## src/rtl/fetch_decode_if.sv

```systemverilog
// Handshake bundle between fetch_decode and its instruction memory, ALU and
// writeback/redirect return paths.
interface fetch_decode_if;
    logic        imem_req;
    logic [18:0] imem_addr;
    logic        imem_ack;
    logic [18:0] imem_data;

    logic        alu_valid;
    logic        alu_ready;
    logic [4:0]  alu_mode;
    logic [18:0] alu_r1;
    logic [18:0] alu_r2;
    logic [18:0] alu_r3;
    logic [18:0] alu_addr;

    logic        wb_valid;
    logic [18:0] wb_data;
    logic        redirect_valid;
    logic [18:0] redirect_pc;

    modport master (
        output imem_req, imem_addr,
        input  imem_ack, imem_data,
        output alu_valid, alu_mode, alu_r1, alu_r2, alu_r3, alu_addr,
        input  alu_ready,
        input  wb_valid, wb_data, redirect_valid, redirect_pc
    );

    modport slave (
        input  imem_req, imem_addr,
        output imem_ack, imem_data,
        input  alu_valid, alu_mode, alu_r1, alu_r2, alu_r3, alu_addr,
        output alu_ready,
        output wb_valid, wb_data, redirect_valid, redirect_pc
    );
endinterface

```

## src/rtl/fetch_decode.sv

```systemverilog
// Single-issue fetch/decode front end: fetches a word, reads the register
// file, hands operands to an external ALU and retires on writeback/redirect.
module fetch_decode #(
    parameter logic [18:0] RESET_PC = 19'd0
) (
    input  logic          clk,
    input  logic          rst,
    fetch_decode_if.master bus,
    output logic [18:0]   pc,
    output logic          illegal,
    output logic [15:0]   instr_count
);

    typedef enum logic [2:0] {
        FETCH,
        DECODE,
        ISSUE,
        WAIT,
        HALT
    } state_t;

    state_t      state_q, state_d;
    logic [18:0] pc_q, pc_d;
    logic [18:0] instr_q, instr_d;
    logic        illegal_q, illegal_d;
    logic [15:0] count_q, count_d;
    logic [4:0]  mode_q, mode_d;
    logic [18:0] r1_q, r1_d;
    logic [18:0] r2_q, r2_d;
    logic [18:0] r3_q, r3_d;
    logic [18:0] addr_q, addr_d;
    logic [18:0] regs_q [8];

    logic        rf_we;
    logic [2:0]  rf_waddr;
    logic [18:0] rf_wdata;
    logic        retire;

    logic [4:0]  opc;
    logic [2:0]  rd;
    logic [2:0]  rs1;
    logic [2:0]  rs2;
    logic [18:0] pc_inc;
    logic        is_wb_op;
    logic        is_branch;
    logic        is_jump;

    assign opc    = instr_q[18:14];
    assign rd     = instr_q[13:11];
    assign rs1    = instr_q[10:8];
    assign rs2    = instr_q[7:5];
    assign pc_inc = pc_q + 19'd1;

    // Retire class is taken from the latched opcode, so it stays fixed through WAIT.
    assign is_wb_op  = (mode_q <= 5'd9) || (mode_q == 5'd15);
    assign is_branch = (mode_q == 5'd11) || (mode_q == 5'd12);
    assign is_jump   = (mode_q == 5'd10) || (mode_q == 5'd13) || (mode_q == 5'd14);

    always_comb begin
        state_d   = state_q;
        pc_d      = pc_q;
        instr_d   = instr_q;
        illegal_d = illegal_q;
        count_d   = count_q;
        mode_d    = mode_q;
        r1_d      = r1_q;
        r2_d      = r2_q;
        r3_d      = r3_q;
        addr_d    = addr_q;
        rf_we     = 1'b0;
        rf_waddr  = rd;
        rf_wdata  = bus.wb_data;
        retire    = 1'b0;

        case (state_q)
            FETCH: begin
                if (bus.imem_ack) begin
                    instr_d = bus.imem_data;
                    state_d = DECODE;
                end
            end

            DECODE: begin
                if (opc > 5'd16) begin
                    illegal_d = 1'b1;
                    state_d   = HALT;
                end else begin
                    mode_d = opc;
                    r1_d   = regs_q[rd];
                    addr_d = {8'd0, instr_q[10:0]};
                    // Control-flow and opcode 15 compare against rd rather than rs1/rs2.
                    if (opc >= 5'd10) begin
                        r2_d = regs_q[rd];
                        r3_d = 19'd0;
                    end else begin
                        r2_d = regs_q[rs1];
                        r3_d = regs_q[rs2];
                    end
                    state_d = ISSUE;
                end
            end

            ISSUE: begin
                if (bus.alu_ready) begin
                    state_d = WAIT;
                end
            end

            WAIT: begin
                if (is_wb_op) begin
                    if (bus.wb_valid) begin
                        rf_we  = 1'b1;
                        pc_d   = pc_inc;
                        retire = 1'b1;
                    end
                end else if (is_branch) begin
                    if (bus.wb_valid) begin
                        pc_d   = (bus.wb_data != 19'd0) ? bus.wb_data : pc_inc;
                        retire = 1'b1;
                    end
                end else if (is_jump) begin
                    if (bus.redirect_valid) begin
                        pc_d   = bus.redirect_pc;
                        retire = 1'b1;
                    end
                end else begin
                    pc_d   = pc_inc;
                    retire = 1'b1;
                end

                if (retire) begin
                    count_d = count_q + 16'd1;
                    state_d = FETCH;
                end
            end

            HALT: begin
                illegal_d = 1'b1;
            end

            default: begin
                state_d = FETCH;
            end
        endcase
    end

    always_ff @(posedge clk) begin
        if (rst) begin
            state_q   <= FETCH;
            pc_q      <= RESET_PC;
            instr_q   <= 19'd0;
            illegal_q <= 1'b0;
            count_q   <= 16'd0;
            mode_q    <= 5'd0;
            r1_q      <= 19'd0;
            r2_q      <= 19'd0;
            r3_q      <= 19'd0;
            addr_q    <= 19'd0;
            for (int i = 0; i < 8; i++) begin
                regs_q[i] <= 19'd0;
            end
        end else begin
            state_q   <= state_d;
            pc_q      <= pc_d;
            instr_q   <= instr_d;
            illegal_q <= illegal_d;
            count_q   <= count_d;
            mode_q    <= mode_d;
            r1_q      <= r1_d;
            r2_q      <= r2_d;
            r3_q      <= r3_d;
            addr_q    <= addr_d;
            if (rf_we) begin
                regs_q[rf_waddr] <= rf_wdata;
            end
        end
    end

    // Requests are masked while rst is high so nothing leaks out in the reset cycle.
    assign bus.imem_req  = (state_q == FETCH) && !rst;
    assign bus.imem_addr = pc_q;
    assign bus.alu_valid = (state_q == ISSUE) && !rst;
    assign bus.alu_mode  = mode_q;
    assign bus.alu_r1    = r1_q;
    assign bus.alu_r2    = r2_q;
    assign bus.alu_r3    = r3_q;
    assign bus.alu_addr  = addr_q;

    assign pc          = pc_q;
    assign illegal     = illegal_q;
    assign instr_count = count_q;

endmodule
```

## src/flat_wrapper.sv

```systemverilog
// flat-port wrapper written by rule: the top's interface ports become plain ports
module fetch_decode_flat 
#(
    parameter logic [18:0] RESET_PC = 19'd0
)
  (clk, rst, pc, illegal, instr_count, bus_imem_req, bus_imem_addr, bus_imem_ack, bus_imem_data, bus_alu_valid, bus_alu_mode, bus_alu_r1, bus_alu_r2, bus_alu_r3, bus_alu_addr, bus_alu_ready, bus_wb_valid, bus_wb_data, bus_redirect_valid, bus_redirect_pc);
  fetch_decode_if bus_i ();
  input  logic clk;
  input  logic rst;
  output logic [18:0] pc;
  output logic illegal;
  output logic [15:0] instr_count;
  output wire logic [$bits(bus_i.imem_req)-1:0] bus_imem_req;
  output wire logic [$bits(bus_i.imem_addr)-1:0] bus_imem_addr;
  input wire logic [$bits(bus_i.imem_ack)-1:0] bus_imem_ack;
  input wire logic [$bits(bus_i.imem_data)-1:0] bus_imem_data;
  output wire logic [$bits(bus_i.alu_valid)-1:0] bus_alu_valid;
  output wire logic [$bits(bus_i.alu_mode)-1:0] bus_alu_mode;
  output wire logic [$bits(bus_i.alu_r1)-1:0] bus_alu_r1;
  output wire logic [$bits(bus_i.alu_r2)-1:0] bus_alu_r2;
  output wire logic [$bits(bus_i.alu_r3)-1:0] bus_alu_r3;
  output wire logic [$bits(bus_i.alu_addr)-1:0] bus_alu_addr;
  input wire logic [$bits(bus_i.alu_ready)-1:0] bus_alu_ready;
  input wire logic [$bits(bus_i.wb_valid)-1:0] bus_wb_valid;
  input wire logic [$bits(bus_i.wb_data)-1:0] bus_wb_data;
  input wire logic [$bits(bus_i.redirect_valid)-1:0] bus_redirect_valid;
  input wire logic [$bits(bus_i.redirect_pc)-1:0] bus_redirect_pc;
  assign bus_imem_req = bus_i.imem_req;
  assign bus_imem_addr = bus_i.imem_addr;
  assign bus_i.imem_ack = bus_imem_ack;
  assign bus_i.imem_data = bus_imem_data;
  assign bus_alu_valid = bus_i.alu_valid;
  assign bus_alu_mode = bus_i.alu_mode;
  assign bus_alu_r1 = bus_i.alu_r1;
  assign bus_alu_r2 = bus_i.alu_r2;
  assign bus_alu_r3 = bus_i.alu_r3;
  assign bus_alu_addr = bus_i.alu_addr;
  assign bus_i.alu_ready = bus_alu_ready;
  assign bus_i.wb_valid = bus_wb_valid;
  assign bus_i.wb_data = bus_wb_data;
  assign bus_i.redirect_valid = bus_redirect_valid;
  assign bus_i.redirect_pc = bus_redirect_pc;
  fetch_decode #(.RESET_PC(RESET_PC)) u_core (.clk(clk), .rst(rst), .bus(bus_i), .pc(pc), .illegal(illegal), .instr_count(instr_count));
endmodule
```

## config.mk

```make
export PLATFORM = sky130hd
export DESIGN_NAME = fetch_decode_flat
export DESIGN_NICKNAME = d
export VERILOG_FILES = /design/src/rtl/fetch_decode_if.sv /design/src/rtl/fetch_decode.sv /design/src/flat_wrapper.sv
export SDC_FILE = /design/constraint.sdc
export NUM_CORES = 1
export LEC_CHECK = 0
export CELL_PAD_IN_SITES_DETAIL_PLACEMENT = 0
export CELL_PAD_IN_SITES_GLOBAL_PLACEMENT = 1
export CORE_ASPECT_RATIO = 1.2
export CORE_MARGIN = 5
export CORE_UTILIZATION = 45
export CTS_CLUSTER_DIAMETER = 40
export DETAILED_ROUTE_END_ITERATION = 16
export HOLD_SLACK_MARGIN = 0.15
export MAX_ROUTING_LAYER = met4
export PLACE_DENSITY = 0.87
export SLEW_MARGIN = 20
export SYNTH_ARGS = -nofsm -noshare
export SYNTH_HDL_FRONTEND = slang
export SYNTH_SLANG_ARGS = --single-unit
```

## constraint.sdc

```tcl
create_clock -name clk -period 4.39 [get_ports clk]
set_clock_uncertainty 0.05 [all_clocks]
set_input_delay 0.439 -clock clk [delete_from_list [all_inputs] [get_ports clk]]
set_output_delay 0.439 -clock clk [all_outputs]
set_load 0.01 [all_outputs]
```

Word-level counts from Yosys, hierarchy flattened
Memory sizes are Yosys's and may differ from the RTL's. A register that Yosys moved wholly into a read port is not among the register bits.
Cells that the tools add are included.
{"block": "word_totals", "register_bits": 131, "ramBits": 152, "in_bits": 63, "mem_count": 1}
{"memory": "u_core.regs_q", "depth": 8, "word_bits": 19, "read_ports": 3, "rd_ports_with_merged_regs": 3, "write_ports": 8, "line": "fetch_decode.sv:32", "source": "logic [18:0] regs_q [8];"}
{"block": "op_classes", "add_sub_neg": 2, "magnitude_cmp": 3, "n_eq_ne": 17, "mux": 38, "bitwise_logic": 2, "reduce_logical": 17}
{"op": "2-to-1 mux 19 bit", "count": 10}
{"op": "2-to-1 mux 3 bit", "count": 11}
{"op": "equality test 5 x 4 -> 1 bit, second input constant", "count": 6}
{"op": "adder 19 x 1 -> 19 bit, second input constant", "count": 1}
{"op": "nonzero test 19 bit", "count": 1}
{"op": "OR reduction 19 bit", "count": 1}
{"op": "adder 16 x 1 -> 16 bit, second input constant", "count": 1}
{"op": "2-to-1 mux 1 bit", "count": 15}
{"op": "case mux 3 bit (5 select lines)", "count": 1}
{"op": "!= test 2 bit, second input constant", "count": 4}
{"op": "AND reduction 2 bit", "count": 4}
{"op": "AND reduction 4 bit", "count": 2}
{"op": "equality test 3 x 2 -> 1 bit, second input constant", "count": 2}
{"op": "greater-or-equal comparator 5 x 4 -> 1 bit, second input constant", "count": 1}
{"op": "greater-than comparator 5 bit, second input constant", "count": 1}
{"op": "<= comparator 5 x 4 -> 1 bit, second input constant", "count": 1}
{"op": "logical OR 1 bit", "count": 4}
{"op": "!= test 2 x 1 -> 1 bit, second input constant", "count": 2}
{"op": "!= test 4 x 2 -> 1 bit, second input constant", "count": 1}
{"op": "equality test 3 x 1 -> 1 bit, second input constant", "count": 1}
{"op": "equality test 3 bit, second input constant", "count": 1}
{"op": "zero test 3 bit", "count": 1}
{"op": "logical AND 1 bit", "count": 2}
{"op": "NOT 1 bit", "count": 2}
{"op": "3 further kinds", "count": 3}

Depth between registers and ports, before layout
Gate-level depths: netlist of the first run.
{"block": "depth", "word_depth": 9, "depth_mapped": 9, "mapped_depth_nobuf": 7}

Least setup slack after synthesis of the first run
Ideal clock, no wire load.
{"block": "synth_timing", "path_type": "flip-flop to flip-flop", "start": "register u_core.mode_q[0], in the netlist u_core.bus.alu_mode[0]", "end": "memory u_core.regs_q[2][0] (enable)", "setup_ns": 0.421, "arrival_ns": 3.064, "required_time_ns": 3.919, "path_slack_ns": 0.854, "stages_incl_launch_ff": 8, "n_path_buf": 2, "synth_period_minus_slack_ns": 3.536, "path_cell_list": "dfxtp_1 > buf_4 > nand3_1 > a31oi_4 > nand2_2 > or4b_1 > buf_6 > o21ai_0"}
{"item": "start, declared", "line": "fetch_decode.sv:27", "source": "logic [4:0] mode_q, mode_d;"}
{"item": "start signal, assigned", "line": "fetch_decode.sv:168", "source": "mode_q <= mode_d;"}
{"item": "end, declared", "line": "fetch_decode.sv:32"}

==> flow_metrics.tcl, run 1 <==
set metrics [dict create \
    cts-root-buf "clkbuf_16" \
    cts_resized 0 \
    r2r_slack_ns 1.15 \
    die_w_microns 178 \
    rsz0062_at_grt "no" \
    start_util_pct 45.7 \
    synth-seq-area-share_pct 48.5 \
    path_delay_family "simple AND/OR/NAND/NOR gates" \
    status "completed" \
    clockBufferDepth 3 \
    cp_data_arrival_time_ns 3.38 \
    postCtsHoldBufs 0 \
    area_growth_pct 23.2 \
    fillCellCount 2785 \
    synth_mux_area_share_pct 21.4 \
    drc 0 \
    fp-row-count 73 \
    hold_ws_ns 0.325 \
    hold_start "rst" \
    synth_compound_area_share_pct 7.72 \
    synth_edf_count 152 \
    clkSinkCount 292 \
    setup_viol 0 \
    routed_via_density 5.96 \
    whs_endpoint "u_core.instr_count[6]$_SDFFE_PP0P_" \
    synth_area_per_cell_sq_um 11.8 \
    final_cells 1920 \
    crit_path_max_fanout 20 \
    grt_start_max_net_pins 51 \
    cts_tree "done" \
    hold_path.class "input pin to flip-flop" \
    synthAdderAreaFrac_pct 0.165 \
    clk_pin_slew_ns 0.05 \
    cts_buffers 40 \
    clk_latency_ns 0.53 \
    critPathKind "flip-flop to flip-flop" \
    leakage_nw 6.48 \
    io_buffer_count 192 \
    endpoint_kind "flip-flop" \
    crit_path_cell_trace "inv_1 -> nor3b_1 -> nand2_2 -> or4b_1 -> nor3_2 -> buf_4 -> or2_1 -> buf_4" \
    rr_worst_depth 8 \
    crit_buf_inv 3 \
    worst_slew_pin_slew_ns 1.19 \
    synthArstFlopShare_pct 0 \
    grt_pass1_wl_mm 68.3 \
    hold_viol 0 \
    synth_ff_type "edfxtp_1" \
    gp_congestion 0.865 \
    synthXorXnorAreaFrac_pct 1.04 \
    fmaxAchievable_mhz 309 \
    final-seq-area_sq_um 7380 \
    crit_path_start_kind "flip-flop" \
    post_drt_wl_per_cell_microns 23.2 \
    setup_slack_ns 1.15 \
    min_path_cells 2 \
    pin_count 201 \
    ys_types 67 \
    maxSlewHeadroom_pct 20.3 \
    slowest_delay_ns 0.80 \
    tns_ns 0 \
    synthSimpleGateAreaFrac_pct 16.8 \
    routed_wl_mm 44.5 \
    yosys_warnings 0 \
    maxCapViolCount 0 \
    period_share_pct 73.7 \
    die-area_sq_um 37600 \
    postLayoutCellArea_sq_um 18700 \
    h-tree-depth 2 \
    dr.pass1.iters 6 \
    nets 1502 \
    core_sq_um 33200 \
    pre_cts_slack_ns 1.22 \
    grt_pass1_vias 11763 \
    grt_util_all_layers_pct 24.4 \
    ir_drop_mv 0.240 \
    die_y_microns 211 \
    place_area_sq_um 17400 \
    r2r-end "u_core.regs_q[0][5]$_SDFFCE_PN0P_" \
    antenna_left 0 \
    syn_inst 1284 \
    finalCoreUtilization_pct 56.3 \
    synth_top_family_by_area "multiplexers" \
    fin_total_pwr_mw 7.25 \
    slew_violations 0 \
    syn_area_sq_um 15200 \
    vias 11451 \
    drt_iter0_drc 1216 \
    drive_gt1_share_pct 19.4 \
    ys_ff_latch 292 \
    powerDensity_nw_per_um2 387 \
    multi_input_area_sq_um 7220 \
    path_common_cell "buf_4" \
    antenna_found_initial 2 \
    grt_overflow_total 0 \
    fin_crit_ns 3.24 \
    worstReg2RegStart "u_core.state_q[1]$_SDFFE_PP0P_" \
    dp_cells 1844 \
    slowest_stage "or4b_1" \
    post_cts_buffers 0 \
    dp_hpwl_mm 28.8 \
    critPathRequiredTime_ns 4.54 \
]
[sequential cells by signal, summed over array words and instances, names as in the netlist, named ones only]
signal                cells
u_core.bus.alu_r3        19
u_core.bus.alu_r1        19
u_core.illegal            1
u_core.bus.imem_addr     19
u_core.state_q            3
u_core.instr_q           19
u_core.instr_count       16
u_core.bus.alu_r2        19
u_core.regs_q           152
u_core.bus.alu_mode       5
u_core.bus.alu_addr      11
[synth_stat cells (5+ instances only)]
cell / number / area, sq um
and2_1: 154 / 963
o21ai_0: 17 / 85.1
xnor2_1: 11 / 96.3
a22oi_1: 20 / 150
nor2_1: 124 / 465
nand2_1: 95 / 357
a22o_1: 8 / 70.1
buf_4: 34 / 255
a21oi_1: 59 / 295
xor2_1: 7 / 61.3
nor3_1: 32 / 160
nor2b_1: 5 / 31.3
inv_1: 17 / 63.8
nand4_1: 13 / 81.3
edfxtp_1: 152 / 4560
buf_2: 15 / 75.1
o32ai_1: 9 / 78.8
a222oi_1: 21 / 210
dfxtp_1: 140 / 2800
o211ai_1: 6 / 45.0
and3_1: 6 / 37.5
mux4_2: 114 / 2570
nor4_1: 15 / 93.8
nand3_1: 16 / 80.1
mux2_2: 58 / 653
clkbuf_1: 65 / 244
[layout by cell type, fill, tap and decap left out, types with 11 or more instances in the layout]
master           instances
a22oi_1                 20
a21oi_1                 59
o21ai_0                 11
clkdlybuf4s50_1        191
nor3_1                  31
nor4_1                  15
buf_4                   31
mux2_2                  58
mux4_2                 114
nand3_1                 15
a222oi_1                21
nor2_1                 121
inv_1                   17
nand2_1                 95
xnor2_1                 11
edfxtp_1               152
clkbuf_16               41
nand4_1                 13
dfxtp_1                136
and2_1                 154
[area by class of cell]
type                       count  share of cell area [%]
antenna                        2                  0.0267
clock buffer                  50                    5.71
clock inverter                23                    1.47
inverter                      17                   0.341
multi-input combinational    863                    38.5
sequential                   292                    39.4
tap                          450                    3.01
timing repair buffer         223                    11.5
[per-layer routing]
metal  part of all wire [%]  vias up  track usage (%)
li1                       -     5116                -
met1                     39     5629             30.5
met2                     49      590             39.0
met3                    9.2      116             5.50
met4                    3.5        0             9.10
met5                      0        -                -
[power breakdown]
group	total (mW)	switching (mW)	internal [mW]
Sequential	3.12	0.136	2.98
Clock	3.28	1.27	2.01
Combinational	0.857	0.419	0.438
Total	7.25	1.82	5.43
[cells by family (layout without fill, tap and decap cells)]
kind of cell	after synthesis	in the layout
AO/OA/AOI/OAI	168	168
XOR/XNOR	18	18
adder cells (fa/ha/maj)	2	2
buffers and inverters	136	313
flip-flops	292	292
multiplexers	175	175
other	1	10
AND/OR/NAND/NOR	492	492
[worst max path at each step]
stage / from / end / cells after the start
floorplan: u_core.bus.alu_mode[0]$_SDFFE_PP0P_ / u_core.regs_q[2][0]$_SDFFCE_PN0P_ / 7
global placement: u_core.state_q[1]$_SDFFE_PP0P_ / u_core.regs_q[0][3]$_SDFFCE_PN0P_ / 8
detailed placement: u_core.state_q[1]$_SDFFE_PP0P_ / u_core.regs_q[0][2]$_SDFFCE_PN0P_ / 8
CTS: u_core.state_q[1]$_SDFFE_PP0P_ / u_core.regs_q[0][5]$_SDFFCE_PN0P_ / 8
global route: u_core.state_q[1]$_SDFFE_PP0P_ / u_core.regs_q[0][5]$_SDFFCE_PN0P_ / 8
finish: u_core.state_q[1]$_SDFFE_PP0P_ / u_core.regs_q[0][5]$_SDFFCE_PN0P_ / 8
(Power assumes the default switching activity.)
==> inputs of run 2 (changes only) <==
==> constraint.sdc (replaced) <==
create_clock -name clk -period 3.1 [get_ports clk]
set_clock_uncertainty 0.05 [all_clocks]
set_input_delay 0.31 -clock clk [delete_from_list [all_inputs] [get_ports clk]]
set_output_delay 0.31 -clock clk [all_outputs]
set_load 0.01 [all_outputs]
==> run 2 against run 1 <==
  * Critical path depth fell by 1
  * Count of clock-buffer cells in the layout decreased by 5
  * Hold slack worse by 0.16 ns
  * Total power grew 38%
  * Utilization up 0.47 points
  * Sequential share of layout area decreased by 0.36 points
  * Non-clock buffer count rose by 29
  * Via count is 0.21% higher
  * Wire length shrank 0.57%
  * First-iteration DRC count grew 4.4%
  * Final cell count is 1.4% higher
  * Largest power group unchanged
==> flow_metrics.tcl, run 2 (synthesis results as in run 1) <==
set metrics [dict create \
    rsz0062_at_grt "no" \
    drc 0 \
    grt_start_max_net_pins 60 \
    path_common_cell "buf_4" \
    core_sq_um 33200 \
    area_growth_pct 24.3 \
    fp-row-count 73 \
    die-area_sq_um 37600 \
    routed_via_density 5.90 \
    grt_pass1_vias 11624 \
    nets 1530 \
    worstReg2RegStart "u_core.bus.alu_mode[2]$_SDFFE_PP0P_" \
    slew_violations 0 \
    antenna_left 0 \
    leakage_nw 6.59 \
    period_share_pct 88.3 \
    regMostFlops "u_core.regs_q" \
    final_cell_mix "clkdlybuf4s50_1, and2_1, edfxtp_1, dfxtp_1, nor2_1" \
    clockBufferDepth 3 \
    fin_crit_ns 2.74 \
    slowest_delay_ns 0.57 \
    wl_met3_mm 3.87 \
    cts_tree "done" \
    clk_pin_slew_ns 0.06 \
    cp_data_arrival_time_ns 2.88 \
    maxCapViolCount 0 \
    h-tree-depth 2 \
    hold_viol 0 \
    fmaxAchievable_mhz 365 \
    drt_iter0_drc 1269 \
    largest_reg_flops 152 \
    hold_start "rst" \
    place_area_sq_um 17600 \
    cts-root-buf "clkbuf_16" \
    drive_gt1_share_pct 21.0 \
    dp_hpwl_mm 29.4 \
    grt_overflow_total 0 \
    cp-startpoint "u_core.bus.alu_mode[2]$_SDFFE_PP0P_" \
    critPathKind "flip-flop to flip-flop" \
    maxSlewHeadroom_pct 41.7 \
    grt_pass1_wl_mm 67.7 \
    setup_viol 0 \
    die_w_microns 178 \
    cts_resized 0 \
    start_util_pct 45.7 \
    status "completed" \
    powerDensity_nw_per_um2 530 \
    wl_met1_mm 17.2 \
    r2r_slack_ns 0.36 \
    postLayoutCellArea_sq_um 18900 \
    post_drt_wl_per_cell_microns 22.7 \
    grt_util_all_layers_pct 24.1 \
    ir_drop_mv 0.327 \
    pin_count 201 \
    crit_path_start_kind "flip-flop" \
    crit_path_cell_trace "nand3_1 -> a31oi_4 -> nand2_2 -> or4b_1 -> buf_4 -> o21ai_1 -> buf_4" \
    dr.pass1.iters 6 \
    hold_path.class "input pin to flip-flop" \
    top_layer_used "met4" \
    vias 11475 \
    critPathRequiredTime_ns 3.24 \
    antenna_found_initial 2 \
    worst_slew_pin_slew_ns 0.863 \
    slowest_stage "or4b_1" \
    clkSinkCount 292 \
    routed_wl_mm 44.2 \
    final_common_cell "clkdlybuf4s50_1" \
    route.met2.wl_mm 21.7 \
    endpoint_kind "flip-flop" \
    io_buffer_count 192 \
    tns_ns 0 \
    crit_path_max_fanout 19 \
    gp_congestion 0.860 \
    postCtsHoldBufs 0 \
    cts_buffers 39 \
    die_y_microns 211 \
    post_cts_buffers 0 \
    clk_latency_ns 0.53 \
]
[run 2: path summary, 6_finish.rpt]
| path | depth (start not counted) | to |
|---|---|---|
| setup / recovery | 7 | u_core.regs_q[2][15]$_SDFFCE_PN0P_ |
| hold / removal | 2 | u_core.instr_count[5]$_SDFFE_PP0P_ |
| setup reg to reg | 7 | u_core.regs_q[2][15]$_SDFFCE_PN0P_ |
| hold reg to reg | 2 | u_core.bus.alu_addr[2]$_SDFFE_PP0P_ |
[run 2: worst max-delay path, delay by kind of cell (launching register included)]
| family | cells | cell delay, ns |
|---|---|---|
| and+or+nand+nor | 3 | 0.82 |
| buffers and inverters | 2 | 0.57 |
| AOI/OAI and AO/OA | 2 | 0.51 |
| DFF | 1 | 0.46 |
[run 2: area by class of cell]
cell class	count	area (sq um)
fill	2780	14400
sequential	292	7370
multi-input combinational	863	7210
timing repair buffer	252	2410
clock buffer	45	1050
tap	450	563
clock inverter	25	211
inverter	17	63.8
antenna	2	5.00
[run 2: power by group]
part           switching, mW  total (mW)  internal, mW
combinational          0.664        1.31         0.644
clock                   1.79        4.35          2.57
sequential             0.117        4.34          4.22
total                   2.57        10.0          7.43
[run 2: per-layer routing]
| layer | GRT usage [%] | vias to the layer above |
|---|---|---|
| met1 | 30.2 | 5638 |
| met2 | 39.6 | 579 |
| li1 | - | 5161 |
| met5 | - | - |
| met4 | 8.14 | 0 |
| met3 | 4.66 | 97 |
[run 2: per-stage QoR]
stage,hold WS [ns],setup slack [ns],total power [mW],util (%),cells
6_report,0.163,0.362,10.0,56.8,1946
5_1_grt,0.181,0.246,10.3,56.8,1946
4_1_cts,0.158,0.365,10.1,56.8,1944
3_5_place_dp,0.395,0.280,5.72,53.0,1874
3_3_place_gp,0.388,0.310,5.70,53.0,1874
2_1_floorplan,0.382,-0.436,5.18,-,1291
==> edit: new RTL, settings of run 2 <==
Take the reset off `instr_q`, `r1_q`, `r2_q`, `r3_q` and `addr_q` and load them in a clocked block of their own.
--- a/src/rtl/fetch_decode.sv
+++ b/src/rtl/fetch_decode.sv
@@ -150,3 +150,2 @@
             pc_q      <= RESET_PC;
-            instr_q   <= 19'd0;
             illegal_q <= 1'b0;
@@ -154,6 +153,2 @@
             mode_q    <= 5'd0;
-            r1_q      <= 19'd0;
-            r2_q      <= 19'd0;
-            r3_q      <= 19'd0;
-            addr_q    <= 19'd0;
             for (int i = 0; i < 8; i++) begin
@@ -164,3 +159,2 @@
             pc_q      <= pc_d;
-            instr_q   <= instr_d;
             illegal_q <= illegal_d;
@@ -168,6 +162,2 @@
             mode_q    <= mode_d;
-            r1_q      <= r1_d;
-            r2_q      <= r2_d;
-            r3_q      <= r3_d;
-            addr_q    <= addr_d;
             if (rf_we) begin
@@ -176,2 +166,10 @@
         end
+    end
+
+    always_ff @(posedge clk) begin
+        instr_q <= instr_d;
+        r1_q    <= r1_d;
+        r2_q    <= r2_d;
+        r3_q    <= r3_d;
+        addr_q  <= addr_d;
     end
Check against the original RTL: differs if rst is asserted again (counterexample within 4 cycles, from zero or initial values and one cycle with rst high); with rst held inactive, the same outputs for 4 cycles.
==> edit against run 2 <==
Total power up 3.7%; design area increased by 0.30%; sequential cell count down 3; sequential power grew 5%; synthesized area shrank 0.84%; count of clock-buffer cells in the layout increased by 2; worst setup slack better by 0.096 ns; routed wire length fell by 4.7%.
==> edit: results (changes against run 2) <==
STA
  – Final setup vio count: 0 (unchanged)
  – Worst-margin pin slew: 0.848 ns (was 0.863 ns)

Global route
  – Met2 GRT Util: 36.7% (was 39.6%)
  – M1 GR Usage: 29.0% (was 30.2%)
  – First-pass GRT wire length: 63800 microns (was 67700 microns)
  – Initial antenna violation count: 1 (was 2)
  – Global-route usage over all layers: 23.3% (was 24.1%)
  – Largest net degree at the start of global routing: 40 (was 60)
  – Number of global-route vias before repair: 10.7k (was 11.6k)
  – GR Layer Usage met3: 5.74% (was 4.66%)

Worst setup path
  – Worst-path maximum fanout: 25 (was 19)
  – Worst path top cell family by delay: compound AO/OA/AOI/OAI gates (was simple AND/OR/NAND/NOR gates)
  – Reg2reg path depth: 6 (was 7)
  – WP data arrival: 2.99 ns (was 2.88 ns)
  – CP startpoint: u_core.bus.alu_mode[1] (was u_core.bus.alu_mode[2])
  – R2R Path End: u_core.bus.imem_addr[7] (was u_core.regs_q[2][15])
  – Flop2flop setup slack: 0.46 ns (was 0.36 ns)
  – Crit-path slowest cell: o21a_1 (was or4b_1)

Logic synthesis
  – Mux contribution to synthesized area: 22.0% (was 21.4%)
  – Synth cell types: 70 (was 67)
  – Post-Synth XOR/XNOR Area: 1.10% (was 1.04%)
  – Post-Synthesis Cells: 1092 (was 1284)
  – Synth Register Bits: 289 (was 292)
  – Area share of fa/ha/maj cells after synthesis: 0.166% (was 0.165%)
  – Top cells by count, synth: edfxtp_1, and2_1, mux4_2 (was and2_1, edfxtp_1, dfxtp_1)
  – Synth top area cells: edfxtp_1, mux4_2, dfxtp_1, and2_1, mux2i_1 (was edfxtp_1, dfxtp_1, mux4_2, and2_1, mux2_2)
  – Synth Area in Compound Gates: 5.37% (was 7.72%)
  – Sequential area share after synthesis: 54.3% (was 48.5%)

Finish
  – Buffering overhead: 13.0% (was 12.7%)
  – Non-clock inverters: 9 (was 17)
  – Share of cells above drive strength 1: 22.1% (was 21.0%)
  – Non-CTS buffers: 258 (was 252)
  – Final clock-cell share: 6.73% (was 6.69%)
  – N_diodes: 1 (was 2)
  – Clkbuf count: 47 (was 45)
  – Multi-input gates: 706 (was 863)
  – Fillers: 2610 (was 2780)

Placed design
  – HPWL Detailed: 27200 microns (was 29400 microns)
  – Post-Place Cells: 1712 (was 1874)

Detailed routing
  – Met1 WL: 15900 microns (was 17200 microns)
  – Drt initial violations: 920 (was 1269)
  – Total via count in the routed design: 10.3k (was 11.5k)
  – Max layer used: met4 (unchanged)
  – DR pass1 iterations: 5 (was 6)
  – Met3 WL: 3950 microns (was 3870 microns)
  – WL met2: 20400 microns (was 21700 microns)
  – Routed WL per cell: 23.7 microns (was 22.7 microns)

Worst hold path
  – Number of cells on the worst hold path: 1 (was 2)
  – Hold EP: u_core.instr_q[3] (was u_core.instr_count[5])
  – Hold Startpoint: bus_imem_data[3] (was rst)

Pwr
  – Leakage power total: 6.66 nW (was 6.59 nW)

Status
  – Outcome: finished, final reports clean (unchanged)
-- edit: cell types whose count changed in the layout (fill, tap and decap cells not counted), sizes merged, moves of 18 or more --
cell    delta
dfxtp     -90
edfxtp    +87
nand2     -63
nor2      -44
mux2i     +41
mux2      -31
a222oi    -18
-- edit: stage by stage --
| step | area [sq um] | hold WS, ns | TNS, ns | setup WS (ns) |
|---|---|---|---|---|
| 2_1_floorplan | 15100 | 0.350 | -18.32 | -0.121 |
| 4_1_cts | 18900 | 0.264 | 0 | 0.493 |
| 5_1_grt | 18900 | 0.280 | 0 | 0.210 |
| 3_5_place_dp | 17700 | 0.356 | 0 | 0.125 |
| 6_report | 18900 | 0.282 | 0 | 0.459 |
| 3_3_place_gp | 17700 | 0.350 | 0 | 0.166 |
-- edit: power breakdown --
part	switching, mW	internal, mW	leakage (nW)	total (mW)
Clock	1.72	2.67	0.619	4.39
Sequential	0.133	4.41	2.78	4.54
Combinational	0.713	0.730	3.25	1.44
